`config.mk`:
```
export PLATFORM = sky130hd
export DESIGN_NAME = disp_scan_mux
export DESIGN_NICKNAME = d
export VERILOG_FILES = /design/src/rtl/disp_pkg.sv /design/src/rtl/disp_prescaler.sv /design/src/rtl/disp_scan_mux.sv
export SDC_FILE = /design/constraint.sdc
export NUM_CORES = 1
export LEC_CHECK = 0
export ABC_CLOCK_PERIOD_IN_PS = 6200
export CAP_MARGIN = 25
export CORE_MARGIN = 2
export CORE_UTILIZATION = 40
export CTS_CLUSTER_DIAMETER = 30
export DETAILED_ROUTE_END_ITERATION = 8
export GPL_ROUTABILITY_DRIVEN = 0
export PLACE_DENSITY = 0.66
export RECOVER_POWER = 100
export SYNTH_ARGS = -nofsm -noshare
export SYNTH_HDL_FRONTEND = slang
export SYNTH_SLANG_ARGS = --single-unit
```
`constraint.sdc`:
```
create_clock -name clk -period 6.2 [get_ports clk]
set_clock_uncertainty 0.15 [all_clocks]
set_input_delay 1.24 -clock clk [delete_from_list [all_inputs] [get_ports clk]]
set_output_delay 1.24 -clock clk [all_outputs]
set_load 0.05 [all_outputs]
```
`src/rtl/disp_pkg.sv`:
```
// Shared constants, frame record type and leading-digit helper for the display scan multiplexer.
package disp_pkg;
  localparam logic [3:0] AN_OFF      = 4'b1111;
  localparam int         NUM_DIGITS  = 4;
  localparam int         CLK_DIV_DEF = 50000;

  typedef struct packed {
    logic [15:0] data;
    logic [3:0]  dp;
  } frame_t;

  // Index of the most significant nonzero nibble; 0 when the whole word is zero.
  function automatic logic [1:0] msd_idx(input logic [15:0] d);
    logic [1:0] r;
    r = '0;
    for (int i = 0; i < NUM_DIGITS; i++)
      if (d[4*i +: 4] != 4'h0) r = 2'(i);
    return r;
  endfunction
endpackage

```
`src/rtl/disp_prescaler.sv`:
```
// Free-running 0..CLK_DIV-1 counter; tick is high while the count sits at its last value.
module disp_prescaler
  import disp_pkg::*;
#(
  parameter int CLK_DIV = CLK_DIV_DEF
) (
  input  logic clk,
  input  logic rst_n,
  output logic tick
);
  localparam int             CW   = $clog2(CLK_DIV);
  localparam logic [CW-1:0]  LAST = CW'(CLK_DIV - 1);

  logic [CW-1:0] r_cnt;

  always_ff @(posedge clk or negedge rst_n) begin
    if (!rst_n)              r_cnt <= '0;
    else if (r_cnt == LAST)  r_cnt <= '0;
    else                     r_cnt <= r_cnt + 1'b1;
  end

  assign tick = (r_cnt == LAST);
endmodule

```
`src/rtl/disp_scan_mux.sv`:
```
// Four-digit multiplexed 7-segment scanner with frame-synchronous shadow loading.
// Optional macro DISP_LZ_BLANK_EN suppresses leading-zero digits.
module disp_scan_mux
  import disp_pkg::*;
#(
  parameter int CLK_DIV = CLK_DIV_DEF
) (
  input  logic        clk,
  input  logic        rst_n,
  input  logic [15:0] data_in,
  input  logic [3:0]  dp_in,
  input  logic        load,
  input  logic        blank,
  output logic [3:0]  digit,
  output logic [3:0]  an,
  output logic        dp,
  output logic        frame_start,
  output logic        pending
);
  logic       w_tick, w_wrap, w_show, w_dpbit;
  logic [3:0] w_nib, w_an_on;
  logic [1:0] r_idx;
  frame_t     r_shadow, r_disp;
  logic       r_pending;
  logic [1:0] r_wrap_pipe;
  logic [3:0] r_an, r_digit;
  logic       r_dp;

  disp_prescaler #(.CLK_DIV(CLK_DIV)) u_presc (
    .clk   (clk),
    .rst_n (rst_n),
    .tick  (w_tick)
  );

  assign w_wrap = w_tick && (r_idx == 2'd3);

  always_ff @(posedge clk or negedge rst_n) begin
    if (!rst_n)      r_idx <= '0;
    else if (w_tick) r_idx <= r_idx + 2'd1;
  end

  // A load landing on the wrap tick bypasses the shadow so it shows this frame.
  always_ff @(posedge clk or negedge rst_n) begin
    if (!rst_n) begin
      r_shadow  <= '0;
      r_disp    <= '0;
      r_pending <= 1'b0;
    end else if (w_wrap) begin
      r_pending <= 1'b0;
      if (load) begin
        r_disp   <= '{data: data_in, dp: dp_in};
        r_shadow <= '{data: data_in, dp: dp_in};
      end else begin
        r_disp   <= r_shadow;
      end
    end else if (load) begin
      r_shadow  <= '{data: data_in, dp: dp_in};
      r_pending <= 1'b1;
    end
  end

  assign w_nib   = r_disp.data[{r_idx, 2'b00} +: 4];
  assign w_dpbit = r_disp.dp[r_idx];

  for (genvar g = 0; g < NUM_DIGITS; g++) begin : g_an
    assign w_an_on[g] = (r_idx != 2'(g));
  end

`ifdef DISP_LZ_BLANK_EN
  assign w_show = (r_idx <= msd_idx(r_disp.data)) || w_dpbit;
`else
  assign w_show = 1'b1;
`endif

  always_ff @(posedge clk or negedge rst_n) begin
    if (!rst_n) begin
      r_an        <= AN_OFF;
      r_digit     <= '0;
      r_dp        <= 1'b1;
      r_wrap_pipe <= '0;
    end else begin
      r_wrap_pipe <= {r_wrap_pipe[0], w_wrap};
      r_digit     <= w_nib;
      if (blank || !w_show) begin
        r_an <= AN_OFF;
        r_dp <= 1'b1;
      end else begin
        r_an <= w_an_on;
        r_dp <= ~w_dpbit;
      end
    end
  end

  assign an          = r_an;
  assign digit       = r_digit;
  assign dp          = r_dp;
  assign frame_start = r_wrap_pipe[1];
  assign pending     = r_pending;
endmodule

```
==> results.ini <==
[global_route]
grt_pass1_vias=1581
grt_pass1_wl_um=7783
antenna_found_initial=0
grt_use_met1_pct=18.08
grt-ovfl-total=0
top_usage_layer=met2
grt_max_degree=71
grtUsageMet3_pct=2.925
use_met2_pct=19.12
grtUsageTotal_pct=13.39

[sta]
relSlewSlack_pct=-22.83
setup_ws_ns=2.241
hold_viol=0
setup_violations=0
period_minus_slack_ns=3.959
rsz0062_at_grt=no
finalCritPeriodShare_pct=63.85
report.final.slew_viol_count=13
setup_tns_ns=0
max_freq_ghz=0.2526
tightest_slew_ns=1.826

[critical_path]
crit_path_top_delay_cell=nor4_1
rr_startpoint=u_presc.r_cnt[0]
reg2reg_depth=6
rrSetupSlack_ns=2.24
start_kind=flop
cp.arrival_ns=4.02
crit_type=flop to flop
critPathTopFamily=simple AND/OR/NAND/NOR gates
critPathBufInv=1
r2r_end=r_disp[12]
cp_max_fo=20
critPathCaptureType=flop
worstPathRequired_ns=6.26
slowest_delay_ns=1.50
path_cells=ha_1, nand3_1, nor4_1, nand2_1, clkbuf_1, mux2_1

[synthesis]
synthFlopType=dfrtp_1
synth_fp_nets=223
yosysUniqueCellTypes=28
synth-edff-count=0
netlist_area_sq_um=2937
yosysMostFrequentCell=dfrtp_1
synth_top_area_share_pct=55.39
netlist_instances=194
async_reset_ff_share_pct=100.0
yosysWarnings=0
synth_top_cell_by_area=dfrtp_1
synth_area_leaders=dfrtp_1 55%, mux2_4 10%, mux2_2 7.7%, dfstp_2 4.5%, mux4_2 3.8%
synth-seq-cells=70
seq_area_frac_synth_pct=59.86
synthTopCellsByCount=65 x dfrtp_1, 20 x mux2_2, 20 x mux2_4
synth_area_per_cell_sq_um=15.14

[drt]
detail-route-antenna-nets=0
dr.pass1.iters=4
viasPerCell=4.818
drc_errors=0
wirelength_um=4760
first_iter_violations=81
vias=1619
wl_per_cell_um=14.17

[clock_network]
cts-root-buf=clkbuf_8
cts_num_sinks=70
post_cts_buffers=0
cts_tree=done
clockBufferDepth=2
cts.repair.resized=0
ctsHoldBuffers=0
cts-htree-levels=3
cts_made_buffers=9
clkTransAtPathRegs_ns=0.07
clock_latency_ns=0.33

[floorplan]
start_util_pct=40.92
fp.dieArea_sq_um=8043
die_x_um=89.68
die_h_um=89.68
core_sq_um=7176
placementRows=31
ios=35

[place]
dp_cells=321
preCtsSetupSlack_ns=2.828
port_buffers=34
detailed_place_hpwl_um=3090
place_area_sq_um=3364

[run_status]
violations=capacitance limit, slew limit
outcome=complete, but fails checks

[pwr]
clockPowerShare_pct=41.2
p_comb_share_pct=6.4
seqPwrFrac_pct=52.5
p_per_area_nw_per_um2=265.9
leakage_nw=1.515
peakVddDrop_uv=101.2
swShare_pct=20.94
internal_power_mw=0.7310
switchingPower_mw=0.1936

[layout]
fin_cells=336
n_antenna_cell=0
final_net_count=262
drive_gt1_share_pct=13.08
area_growth_syn_to_layout_pct=18.41
post-route-cell-area_sq_um=3477

[job]
cap_viol_max_count=1

[worst_hold_path]
hold_end=r_wrap_pipe[1]
worstHoldPathType=flop to flop
hold-path-cell-count=0
worstHoldStart=r_wrap_pipe[0]

through the flow:
step	power, mW	utilization (%)	hold slack (ns)
after floorplan	0.5300	-	0.1812
after global placement	0.5625	46.89	0.1868
after detailed placement	0.5644	46.89	0.1919
after CTS	0.9487	49.71	0.2065
after global routing	0.9663	48.46	0.2176
final	0.9246	48.46	0.2071
worst max-delay path by stage:
stage	start	to	slack (ns)	depth (start not counted)
after detailed placement	load	r_disp[15]	2.83	3
after global placement	load	r_disp[4]	2.83	3
after global routing	u_presc.r_cnt[0]	r_disp[16]	1.74	6
after CTS	an[1]	an[1]	3.14	1
final	u_presc.r_cnt[0]	r_disp[12]	2.24	6
after floorplan	load	r_disp[0]	3.73	3
power by group through the flow:
| stage | sequential [mW] | clock (mW) | combinational, mW |
|---|---|---|---|
| after detailed placement | 0.494 | 0 | 0.0699 |
| after global routing | 0.487 | 0.414 | 0.0650 |
| after CTS | 0.486 | 0.393 | 0.0703 |
| after global placement | 0.494 | 0 | 0.0685 |
| final | 0.485 | 0.381 | 0.0589 |
| after floorplan | 0.499 | 0 | 0.0311 |
final cells by class:
type / instances / area (sq um)
multi-input combinational: 114 / 1039
clock buffer: 10 / 127.6
clock inverter: 5 / 75.07
timing repair buffer: 36 / 346.6
tap: 99 / 123.9
inverter: 2 / 7.507
sequential: 70 / 1758
fill: 664 / 3699
metal layers:
metal | share of wire, % | wire length (um)
met3 | 4.2 | 202
met5 | 0 | 0
met1 | 48 | 2272
met4 | 2.6 | 122
met2 | 45 | 2162
worst register-to-register path: stages (launching register included):
cell,delay [ns]
dfrtp_1,0.48
ha_1,0.35
nand3_1,0.19
nor4_1,1.50
nand2_1,0.11
clkbuf_1,0.56
mux2_1,0.51
layout by cell type (no fill, tap or decap), types with 6 or more instances in the layout:
cell type        synthesis  routed
clkbuf_8                 0       9
clkdlybuf4s50_1          0      20
dfrtp_1                 65      65
dlygate4sd3_1            0      13
mux2_1                   0      35
nand2_1                  6       6
nand4_1                  7       7
nor2_1                   9       9
xor2_1                   8       8
registers in the layout, indices dropped and copies added, names as in the netlist:
register,flops
dp,1
r_wrap_pipe,2
an,4
r_idx,2
pending,1
r_shadow,20
r_disp,20
digit,4
u_presc.r_cnt,16
cells by family after synthesis:
group           count (synthesis)  share of synthesized area, %
buf+inv                        10                         1.832
xor+xnor                       13                         3.877
simple gates                   48                         10.05
flops                          70                         59.86
fa+ha+maj                       5                         2.130
compound gates                  3                        0.5111
mux                            45                         21.73
Note: power is estimated with default switching activity, not from simulation.
